$ cat config.mk
export PLATFORM = sky130hd
export DESIGN_NAME = matrix_loader
export DESIGN_NICKNAME = d
export VERILOG_FILES = /design/src/rtl/matrix_loader.sv
export SDC_FILE = /design/constraint.sdc
export NUM_CORES = 1
export LEC_CHECK = 0
export CAP_MARGIN = 10
export CORE_UTILIZATION = 38
export DETAILED_ROUTE_END_ITERATION = 7
export HOLD_SLACK_MARGIN = 0.06
export PLACE_DENSITY = 0.72
export SLEW_MARGIN = 20
export SYNTH_ARGS = -nofsm -noshare
export SYNTH_HDL_FRONTEND = slang
export SYNTH_SLANG_ARGS = --single-unit
$ cat constraint.sdc
create_clock -name CLK -period 1.76 [get_ports CLK]
set_clock_uncertainty 0.2 [all_clocks]
set_input_delay 0.176 -clock CLK [delete_from_list [all_inputs] [get_ports CLK]]
set_output_delay 0.176 -clock CLK [all_outputs]
set_load 0.02 [all_outputs]
$ cat src/rtl/matrix_loader.sv
// matrix_loader: streams a row-major 3x3 Q4.12 matrix into the inversion
// core's register file, frames it with in_last, and starts the core once a
// complete matrix has been committed. New input is held off until done.
module matrix_loader #(
   parameter int WORDLEN        = 16,
   parameter int MATRIX_ROWS    = 3,
   parameter int MATRIX_COLUMNS = 3
) (
   input  logic               CLK,
   input  logic               RST,
   input  logic [WORDLEN-1:0] in_data,
   input  logic               in_valid,
   input  logic               in_last,
   output logic               in_ready,
   output logic               wr_en,
   output logic [1:0]         wr_row,
   output logic [1:0]         wr_col,
   output logic [WORDLEN-1:0] wr_data,
   output logic               start,
   input  logic               done,
   output logic               err
);

   typedef enum logic [2:0] {
      IDLE,
      LOAD,
      FLUSH,
      START,
      WAIT
   } state_t;

   state_t     state;
   logic [1:0] row;
   logic [1:0] col;
   logic       last_pos;
   logic       xfer;

   // Accept elements only while loading; forced low while reset is held.
   always_comb begin
      in_ready = ((state == IDLE) || (state == LOAD)) && !RST;
      xfer     = in_valid && in_ready;
      last_pos = (row == 2'(MATRIX_ROWS - 1)) && (col == 2'(MATRIX_COLUMNS - 1));
   end

   // Load-path FSM with registered write strobe, start and error pulses.
   always_ff @(posedge CLK) begin
      if (RST) begin
         state   <= IDLE;
         row     <= '0;
         col     <= '0;
         wr_en   <= 1'b0;
         wr_row  <= '0;
         wr_col  <= '0;
         wr_data <= '0;
         start   <= 1'b0;
         err     <= 1'b0;
      end else begin
         wr_en <= 1'b0;
         start <= 1'b0;
         err   <= 1'b0;
         case (state)
            IDLE, LOAD: begin
               if (xfer) begin
                  wr_en   <= 1'b1;
                  wr_row  <= row;
                  wr_col  <= col;
                  wr_data <= in_data;
                  if (last_pos && in_last) begin
                     state <= FLUSH;
                     row   <= '0;
                     col   <= '0;
                  end else if (last_pos || in_last) begin
                     // Badly framed: element is kept, frame is dropped.
                     err   <= 1'b1;
                     state <= IDLE;
                     row   <= '0;
                     col   <= '0;
                  end else begin
                     state <= LOAD;
                     if (col == 2'(MATRIX_COLUMNS - 1)) begin
                        col <= '0;
                        row <= row + 2'd1;
                     end else begin
                        col <= col + 2'd1;
                     end
                  end
               end
            end
            FLUSH: begin
               start <= 1'b1;
               state <= START;
            end
            START: begin
               // done coinciding with the start pulse belongs to an older run.
               state <= WAIT;
            end
            WAIT: begin
               if (done) begin
                  state <= IDLE;
               end
            end
            default: begin
               state <= IDLE;
            end
         endcase
      end
   end

endmodule
Yosys cells after proc, flatten, opt, wreduce, memory -nomap -nowiden --
Index checks and enable logic that the tools add are counted.
Operators by class: divide/modulo/power cells 0, reductions and logical operators 15, equality and inequality tests 8, add/sub/neg operators 2, magnitude comparators 0, bitwise gates (word level) 2, multiplexer cells 14, shifts and indexed selects 0, multiply operators 0
Operators by type and width (count):
- 2-bit two-way mux | 7
- 3-bit one-hot mux with 4 select lines | 1
- 3-bit by 2-bit equality test with 1-bit output (second input constant) | 2
- 3-bit two-way mux | 2
- 2-bit by 1-bit adder with 2-bit output (second input constant) | 2
- 2-bit equality test (second input constant) | 2
- 1-bit logical AND | 4
- 1-bit two-way mux | 4
- 2-bit != test (second input constant) | 2
- 2-bit AND reduction | 2
- 2-bit OR reduction | 2
- 4-bit OR reduction | 1
- 3-bit by 1-bit equality test with 1-bit output (second input constant) | 1
- 3-bit equality test (second input constant) | 1
- 3-bit zero test | 1
- 3-bit AND reduction | 1
- 3-bit nonzero test | 1
- 1-bit logical OR | 2
- 1-bit inverter | 2
- 1-bit zero test | 1
Word-level totals: register bits 30, bits in latches 0, input bits 21, ROM bits 0, memory bits (writable) 0, memories kept 0

Logic depth before layout (Yosys ltp) --
Gate-level depths: netlist of run 1.
depth in word-level cells 7, depth in mapped cells 6, mapped depth without buffers 5

Worst setup path after synthesis of run 1 --
Ideal clock, no wire load.
kind reg2reg, from reg row[0], to reg row[0], data required time 1.473 ns, stages on the path, launching flop included 6, setup slack -0.134 ns, data arrival time 1.607 ns, setup time 0.087 ns, cells stage by stage dfxtp_1 -> inv_1 -> ha_1 -> or4b_2 -> or4_1 -> o31ai_1
Between the ends: cells in the longest elaborated chain, start to end 5, elaborated cells on any way between the ends 10, those cells by class add/sub: 1; eq/ne: 1; mux: 3; reduce/logical: 5
RTL lines:
- start: declaration | RTL line 33 | logic [1:0] row;
- start signal: assignment | RTL line 82 | row <= row + 2'd1;
- branches (longest 5 deep; another with 2-bit by 1-bit adder with 2-bit output)
Parallel ways; which one is timed is not known. The select of a mux whose other input is x is not followed. A chain may end at the register's enable or synchronous reset.

Worst setup path after layout of run 1 --
Same ends and word-level chain as after synthesis.

==> results.cfg, run 1 <==
[outcome]
status = finished, violations left
violations = design-rule violations, negative setup slack

[setup_path]
crit_required_ns = 1.79
crit_path_max_fanout = 2
crit_path_top_delay_cell = or4_4
cp-start-kind = flip-flop
arrival_ns = 1.88
crit_buf_inv = 1
max_stage_delay_ns = 0.49
cp_top_family = simple AND/OR/NAND/NOR gates
worstPathCellList = inv_2 > ha_4 > or4b_4 > or4_4 > o31ai_2
path_class = reg2reg
end_kind = flip-flop

[cts]
cts-buffers-inserted = 5
htree_levels = 2
post_cts_buffers = 0
clk_path_buf_depth = 2
clk_pin_slew_ns = 0.09
cts_tree = built
cts_sinks = 30
clk_latency_ns = 0.31
cts_root_buffer = clkbuf_4

[finish]
final_cell_count_no_fill = 239
drive_above_1_share = 0.1726
nNetsFinal = 218
diodes = 0
area_delta_synth_final_pct = 56.39
finalCoreUtilization = 0.6490
n_fill_cell = 243

[yosys]
seq_area_frac_synth = 0.5031
netlist_area_mm2 = 0.001194
synth_cells = 137
syn-mean-instance-area_um2 = 8.713
synth_edf_count = 0
yosys_warnings = 0
synth_ff_type = dfxtp_1
synth_cell_types = 27
synthesis.nets = 159
ys_seq_elements = 30
async_flop_share = 0

[floorplan]
rows = 19
die_w_um = 58.05
coreArea_mm2 = 0.002877
ios = 45
initial_utilization = 0.4150
die-area_mm2 = 0.003369
fp.dieH_um = 58.05

[detailed_routing]
drtPass1Iterations = 6
vias = 1158
drt-initial-drc-count = 38
drt-total-wl_um = 2983
drc = 3
vias_per_cell = 4.845
antenna_left = 0
wl_per_cell_um = 12.48

[placed_design]
pre_cts_slack_ns = -0.3879
place_hpwl_um = 2116
place_inst = 231
place_congestion = 0.7894
place.port_buffers = 44

[power]
p_leak_nw = 0.7816
total_power_w = 0.001388
peakVddDrop_mv = 0.7507
power_density_mw_per_mm2 = 743.6

[sta]
finalCritPeriodShare = 1.054
rsz0062_at_grt = true
setup_ws_ns = -0.09468
hold_violations = 0
finalCriticalPeriod_ns = 1.855
worstMarginPinSlew_ns = 0.2753
relSlewSlack = 0.8165
finalSetupViolations = 2
max_freq_mhz = 539.2
finalMaxSlewViolations = 0
timing.hold.ws_ns = 0.1836

[grt]
grt_max_degree = 32
grt_pass1_wl_um = 5057
grt_pass1_vias = 1168
antenna_found_initial = 0
grtUsageTotal = 0.1950
overflow = 0

[hold_path]
min_path_type = in2reg

[job]
cap_violations = 0
-- placed cells by master, fill, tap and decap left out, types with 3 or more instances in the layout --
| cell type | count |
|---|---|
| nand2_1 | 42 |
| a21oi_1 | 5 |
| nand3b_1 | 20 |
| clkbuf_4 | 5 |
| nor3_1 | 3 |
| clkdlybuf4s50_1 | 43 |
| dfxtp_1 | 28 |
| buf_4 | 17 |
-- worst register-to-register path, stage by stage (launching register included) --
cell	delay [ns]
dfxtp_2	0.35
inv_2	0.05
ha_4	0.15
or4b_4	0.47
or4_4	0.49
o31ai_2	0.07
-- logic make-up after synthesis --
family          Yosys count  synth area share
fa+ha+maj                 1           0.01048
buf+inv                  11           0.03773
compound gates           10           0.04822
mux                       1          0.008386
flops                    30            0.5031
xor+xnor                  1          0.007339
simple gates             83            0.3847
-- Yosys cell counts, types with 2 or more instances --
cell type,count,area [um^2]
a21oi_1,5,25.02
nand3b_1,20,150.1
nor2b_1,2,12.51
inv_1,2,7.510
buf_2,3,15.01
clkbuf_1,5,18.77
o21ai_0,2,10.01
or4_1,3,22.52
or4b_2,2,20.02
or4b_1,2,20.02
nor2_1,2,7.510
nor3_1,3,15.01
nand2b_1,2,12.51
dfxtp_1,30,600.6
nand2_1,42,157.7
-- stage by stage --
stage / TNS [ns] / area, um^2
floorplan: -0.1081 / 1219
global placement: -4.683 / 1795
detailed placement: -5.399 / 1795
CTS: -0.1385 / 1862
global route: -0.2706 / 1867
finish: -0.1215 / 1867
-- state kept, by name (all words and copies together), names as in the netlist --
name,count
wr_data,16
state,3
col,2
row,2
wr_col,2
wr_row,2
err,1
start,1
wr_en,1
-- what timing repair did --
action                     CTS  global route
setup endpoints to repair    5             3
pin swaps                    1             0
cloned                       0             0
gates resized for setup      3             2
hold buffers                 0             0
-- layer usage --
layer  wire length (um)  global-route usage  vias up
met1               1382              0.2276      545
li1                   -                   -      578
met2               1417              0.3366       33
met5                  0                   0        -
met4                  9             0.05782        0
met3                174             0.06696        2
-- path summary, 6_finish.rpt --
check / to / slack, ns / start / depth (start not counted)
hold / removal: wr_data[10] / 0.18 / in_data[10] / 3
setup reg to reg: row[0] / -0.09 / row[0] / 5
hold reg to reg: wr_col[0] / 0.28 / wr_col[0] / 2
setup / recovery: row[0] / -0.09 / row[0] / 5
-- final cells by class --
| class | count | area (um^2) | share of cell area |
|---|---|---|---|
| Clock buffer | 7 | 55.05 | 0.02949 |
| Tap cell | 42 | 52.55 | 0.02815 |
| Multi-Input combinational cell | 96 | 576.8 | 0.3090 |
| Timing Repair Buffer | 61 | 566.8 | 0.3036 |
| Sequential cell | 30 | 603.1 | 0.3231 |
| Clock inverter | 1 | 5.005 | 0.002681 |
| Inverter | 2 | 7.507 | 0.004021 |
-- report_power, final --
part	switching, W	total (W)	internal [W]
clock	0.000226	0.000420	0.000194
combinational	0.000108	0.000240	0.000131
sequential	0.0000180	0.000729	0.000711
Power figures use the tool's default switching activity.
==> run 2, diff against run 1 <==
--- a/config.mk
+++ b/config.mk
@@ -9,7 +9,7 @@
 export CORE_UTILIZATION = 38
 export DETAILED_ROUTE_END_ITERATION = 7
 export HOLD_SLACK_MARGIN = 0.06
-export PLACE_DENSITY = 0.72
+export PLACE_DENSITY_LB_ADDON = 0.08
 export SLEW_MARGIN = 20
 export SYNTH_ARGS = -nofsm -noshare
 export SYNTH_HDL_FRONTEND = slang
==> results.cfg, run 2 (synthesis gave the netlist of run 1 again) <==
[outcome]
status = finished, violations left
violations = negative setup slack

[cts]
cts_root_buffer = clkbuf_4
htree_levels = 2
cts_sinks = 30
cts_tree = built
cts_hold_buf = 0
cts-buffers-inserted = 5
clk_path_buf_depth = 2
clk_pin_slew_ns = 0.09
clk_latency_ns = 0.31

[setup_path]
crit_required_ns = 1.79
arrival_ns = 1.89
path_class = reg2reg
end_kind = flip-flop
crit_path_max_fanout = 2
cp-start-kind = flip-flop

[floorplan]
coreArea_mm2 = 0.002877
fp.dieH_um = 58.05
die-area_mm2 = 0.003369
initial_utilization = 0.4150
rows = 19
ios = 45
die_w_um = 58.05

[finish]
diodes = 0
drive_above_1_share = 0.1598
final_common_cell = clkdlybuf4s50_1
top_register = wr_data
largest_reg_flops = 16
area_delta_synth_final_pct = 56.81
nNetsFinal = 215
most-common-layout-cells = 43 x clkdlybuf4s50_1, 42 x nand2_1, 28 x dfxtp_1
reg.largest.list = wr_data: 16 flops, state: 3 flops

[sta]
setup_ws_ns = -0.1032
hold_violations = 0
finalCritPeriodShare = 1.059
finalCriticalPeriod_ns = 1.863
max_freq_mhz = 536.7
finalMaxSlewViolations = 0
worstMarginPinSlew_ns = 0.2865
finalSetupViolations = 1
final.setup.tns_ns = -0.1032
rsz0062_at_grt = true
relSlewSlack = 0.8090

[grt]
grt_max_degree = 32
gr-usage-met1 = 0.2108
met3_usage = 0.05134
grtUsageTotal = 0.1752
grt_pass1_vias = 1052
top_usage_layer = met2
antenna_found_initial = 0
overflow = 0
grt_pass1_wl_um = 4540
grtUsageMet2 = 0.2972

[detailed_routing]
drtPass1Iterations = 2
drc = 0
vias = 1120
vias_per_cell = 4.746
antenna_left = 0
wl_per_cell_um = 11.64
drt-initial-drc-count = 30
drt-total-wl_um = 2747

[hold_path]
min_path_type = in2reg

[power]
seqPwrFrac = 0.500
p_clk_frac = 0.340
total_power_w = 0.001453
p_leak_nw = 0.7801
peakVddDrop_mv = 0.5212
power_density_mw_per_mm2 = 776.5
swShare = 0.2370
p_sw_w = 0.0003445
p_int_w = 0.001109
combPwrFrac = 0.159

[job]
cap_violations = 0

[placed_design]
place.port_buffers = 44
place_congestion = 0.7561
place_hpwl_um = 1941
-- run 2: cell types whose count changed in the layout (fill, tap and decap cells not counted), sizes merged --
| cell | change |
|---|---|
| clkinv | -1 |
| buf | -3 |
| clkbuf | +1 |
-- run 2: per-stage QoR --
step,util,std cells,area (um^2),worst slack [ns],hold slack [ns]
floorplan,-,137,1219,-0.05435,0.07495
global placement,0.6137,227,1765,-0.2834,0.2448
detailed placement,0.6137,227,1765,-0.3350,0.2628
CTS,0.6459,236,1858,-0.09351,0.1742
global route,0.6507,236,1872,-0.1462,0.1794
finish,0.6507,236,1872,-0.1032,0.1883
-- run 2: per-layer routing --
layer / up-vias / share of wire
met4: 0 / 0.011
met3: 5 / 0.043
met5: - / 0
met1: 516 / 0.46
met2: 25 / 0.49
li1: 574 / -
-- run 2: worst max-delay path, stage by stage (launching register included) --
cell and delay, ns:
dfxtp_2 0.34, inv_2 0.05, ha_4 0.15, or4b_4 0.47
or4_4 0.51, o31ai_4 0.07
-- run 2: repair_timing --
item	in CTS	in global routing
resized for setup	3	2
endpoints found under the setup margin	3	2
pin swaps	1	0
setup buffers	1	0
-- run 2: area by class of cell --
class	instances	area [um^2]
fill	261	1005
sequential	30	603.1
multi-input combinational	96	585.6
timing repair buffer	58	544.3
clock buffer	8	78.83
tap	42	52.55
inverter	2	7.507
-- run 2: final timing paths --
check	start	end	slack, ns	depth (start not counted)
worst max-delay path	row[0]	row[0]	-0.10	5
worst max register to register	row[0]	row[0]	-0.10	5
worst min register to register	wr_col[0]	wr_col[0]	0.28	2
worst min-delay path	in_data[4]	wr_data[4]	0.19	3
-- run 2: power groups by stage --
stage | clock network [W] | registers (W) | logic, W
floorplan | 0 | 0.000779 | 0.0000674
CTS | 0.000512 | 0.000728 | 0.000232
global placement | 0 | 0.000742 | 0.000227
finish | 0.000494 | 0.000727 | 0.000232
global route | 0.000548 | 0.000732 | 0.000249
detailed placement | 0 | 0.000743 | 0.000231
==> run 3, diff against run 2 <==
--- a/config.mk
+++ b/config.mk
@@ -6,7 +6,9 @@
 export NUM_CORES = 1
 export LEC_CHECK = 0
 export CAP_MARGIN = 10
-export CORE_UTILIZATION = 38
+export CELL_PAD_IN_SITES_DETAIL_PLACEMENT = 1
+export CELL_PAD_IN_SITES_GLOBAL_PLACEMENT = 2
+export CORE_UTILIZATION = 22
 export DETAILED_ROUTE_END_ITERATION = 7
 export HOLD_SLACK_MARGIN = 0.06
 export PLACE_DENSITY_LB_ADDON = 0.08
==> results.cfg, run 3 (synthesis gave the netlist of run 1 again) <==
[outcome]
status = finished, violations left
violations = negative setup slack

[sta]
relSlewSlack = 0.8402
timing.hold.ws_ns = 0.1054
setup_ws_ns = -0.07972
finalMaxSlewViolations = 0
worstMarginPinSlew_ns = 0.2389
finalCriticalPeriod_ns = 1.840
rsz0062_at_grt = true
max_freq_mhz = 543.6
finalSetupViolations = 2
hold_violations = 0
finalCritPeriodShare = 1.045

[placed_design]
place_congestion = 0.6981
place.port_buffers = 44
pre_cts_slack_ns = -0.4833
place_inst = 257
place_hpwl_um = 2314

[cts]
htree_levels = 2
clk_path_buf_depth = 2
cts-buffers-inserted = 5
cts_sinks = 30
clk_pin_slew_ns = 0.06
cts_root_buffer = clkbuf_8
clk_latency_ns = 0.28
cts_tree = built
cts_hold_buf = 0

[detailed_routing]
wl_per_cell_um = 12.26
antenna_left = 0
drt-initial-drc-count = 27
vias = 1150
drtPass1Iterations = 4
drt-total-wl_um = 3261
drc = 0
vias_per_cell = 4.323

[floorplan]
fp.dieH_um = 75.66
rows = 26
die-area_mm2 = 0.005724
die_w_um = 75.66
ios = 45
initial_utilization = 0.2308
coreArea_mm2 = 0.005172

[finish]
nNetsFinal = 217
diodes = 0
most-common-layout-cells = 42 x nand2_1, 42 x clkdlybuf4s50_1, 28 x dfxtp_1
regArea_um2 = 603.1
n_fill_cell = 603
finalCoreUtilization = 0.3749
drive_above_1_share = 0.1786
largest_reg_flops = 16
multiInputGateArea_um2 = 584.3
area_delta_synth_final_pct = 62.47
top_register = wr_data
final_cell_count_no_fill = 266
reg.largest.list = wr_data: 16 flops, state: 3 flops

[setup_path]
crit_path_max_fanout = 2
cp-start-kind = flip-flop
path_class = reg2reg
crit_required_ns = 1.75
arrival_ns = 1.83
end_kind = flip-flop

[grt]
overflow = 0
grt_pass1_vias = 1202
grt_max_degree = 32
antenna_found_initial = 0
grtUsageTotal = 0.1285
grt_pass1_wl_um = 5347

[power]
peakVddDrop_mv = 0.3716
power_density_mw_per_mm2 = 791.7
p_leak_nw = 0.8016

[hold_path]
min_path_type = in2reg

[job]
cap_violations = 0
## run 3: cell types whose count changed in the layout (fill, tap and decap cells not counted), sizes merged
cell and change:
buf +2, clkbuf -1, dlymetal6s2s +1, clkinv +1
clkdlybuf4s50 -1
## run 3: layout make-up
class | instances | share of cell area
flip-flops and latches | 30 | 0.3110
well taps | 70 | 0.04516
inverters | 2 | 0.003871
multi-input cells | 96 | 0.3013
repair buffers | 60 | 0.2916
clock buffers | 7 | 0.04452
clock inverters | 1 | 0.002581
## run 3: layer usage
layer | vias up | track usage | share of wire | wire (um)
li1 | 577 | - | - | -
met3 | 6 | 0.05688 | 0.059 | 192
met2 | 24 | 0.2202 | 0.50 | 1626
met5 | - | 0 | 0 | 0
met4 | 0 | 0.04938 | 0.014 | 46
met1 | 543 | 0.1400 | 0.43 | 1394
## run 3: through the flow
step,total power [W],area (um^2),setup TNS [ns]
floorplan,0.0008467,1219,-0.1081
global placement,0.0009776,1815,-6.072
detailed placement,0.0009824,1815,-7.220
CTS,0.001571,1917,-0.1672
global route,0.001626,1939,-0.2246
finish,0.001535,1939,-0.1371
## run 3: timing repair
item | in CTS | in global routing
cloned | 0 | 0
gates resized for setup | 2 | 7
pin swaps | 2 | 0
endpoints found under the setup margin | 5 | 5
setup buffers | 1 | 0
## run 3: final timing paths
| kind | startpoint | end | slack [ns] | cells past startpoint |
|---|---|---|---|---|
| max reg2reg | row[0] | row[0] | -0.08 | 5 |
| min | RST | err | 0.11 | 3 |
| min reg2reg | wr_col[0] | wr_col[0] | 0.27 | 2 |
| max | row[0] | row[0] | -0.08 | 5 |
## run 3: power breakdown
part | switching (W) | total, W | leakage [nW] | internal (W)
clock network | 0.000254 | 0.000569 | 0.0482 | 0.000315
logic | 0.000109 | 0.000238 | 0.506 | 0.000129
registers | 0.0000173 | 0.000729 | 0.247 | 0.000712
## run 3: worst max-delay path, cell delays in order (launching register included)
cell and delay [ns]:
dfxtp_2 0.33, inv_2 0.05, ha_4 0.15, or4b_4 0.46
or4_4 0.49, o31ai_2 0.07
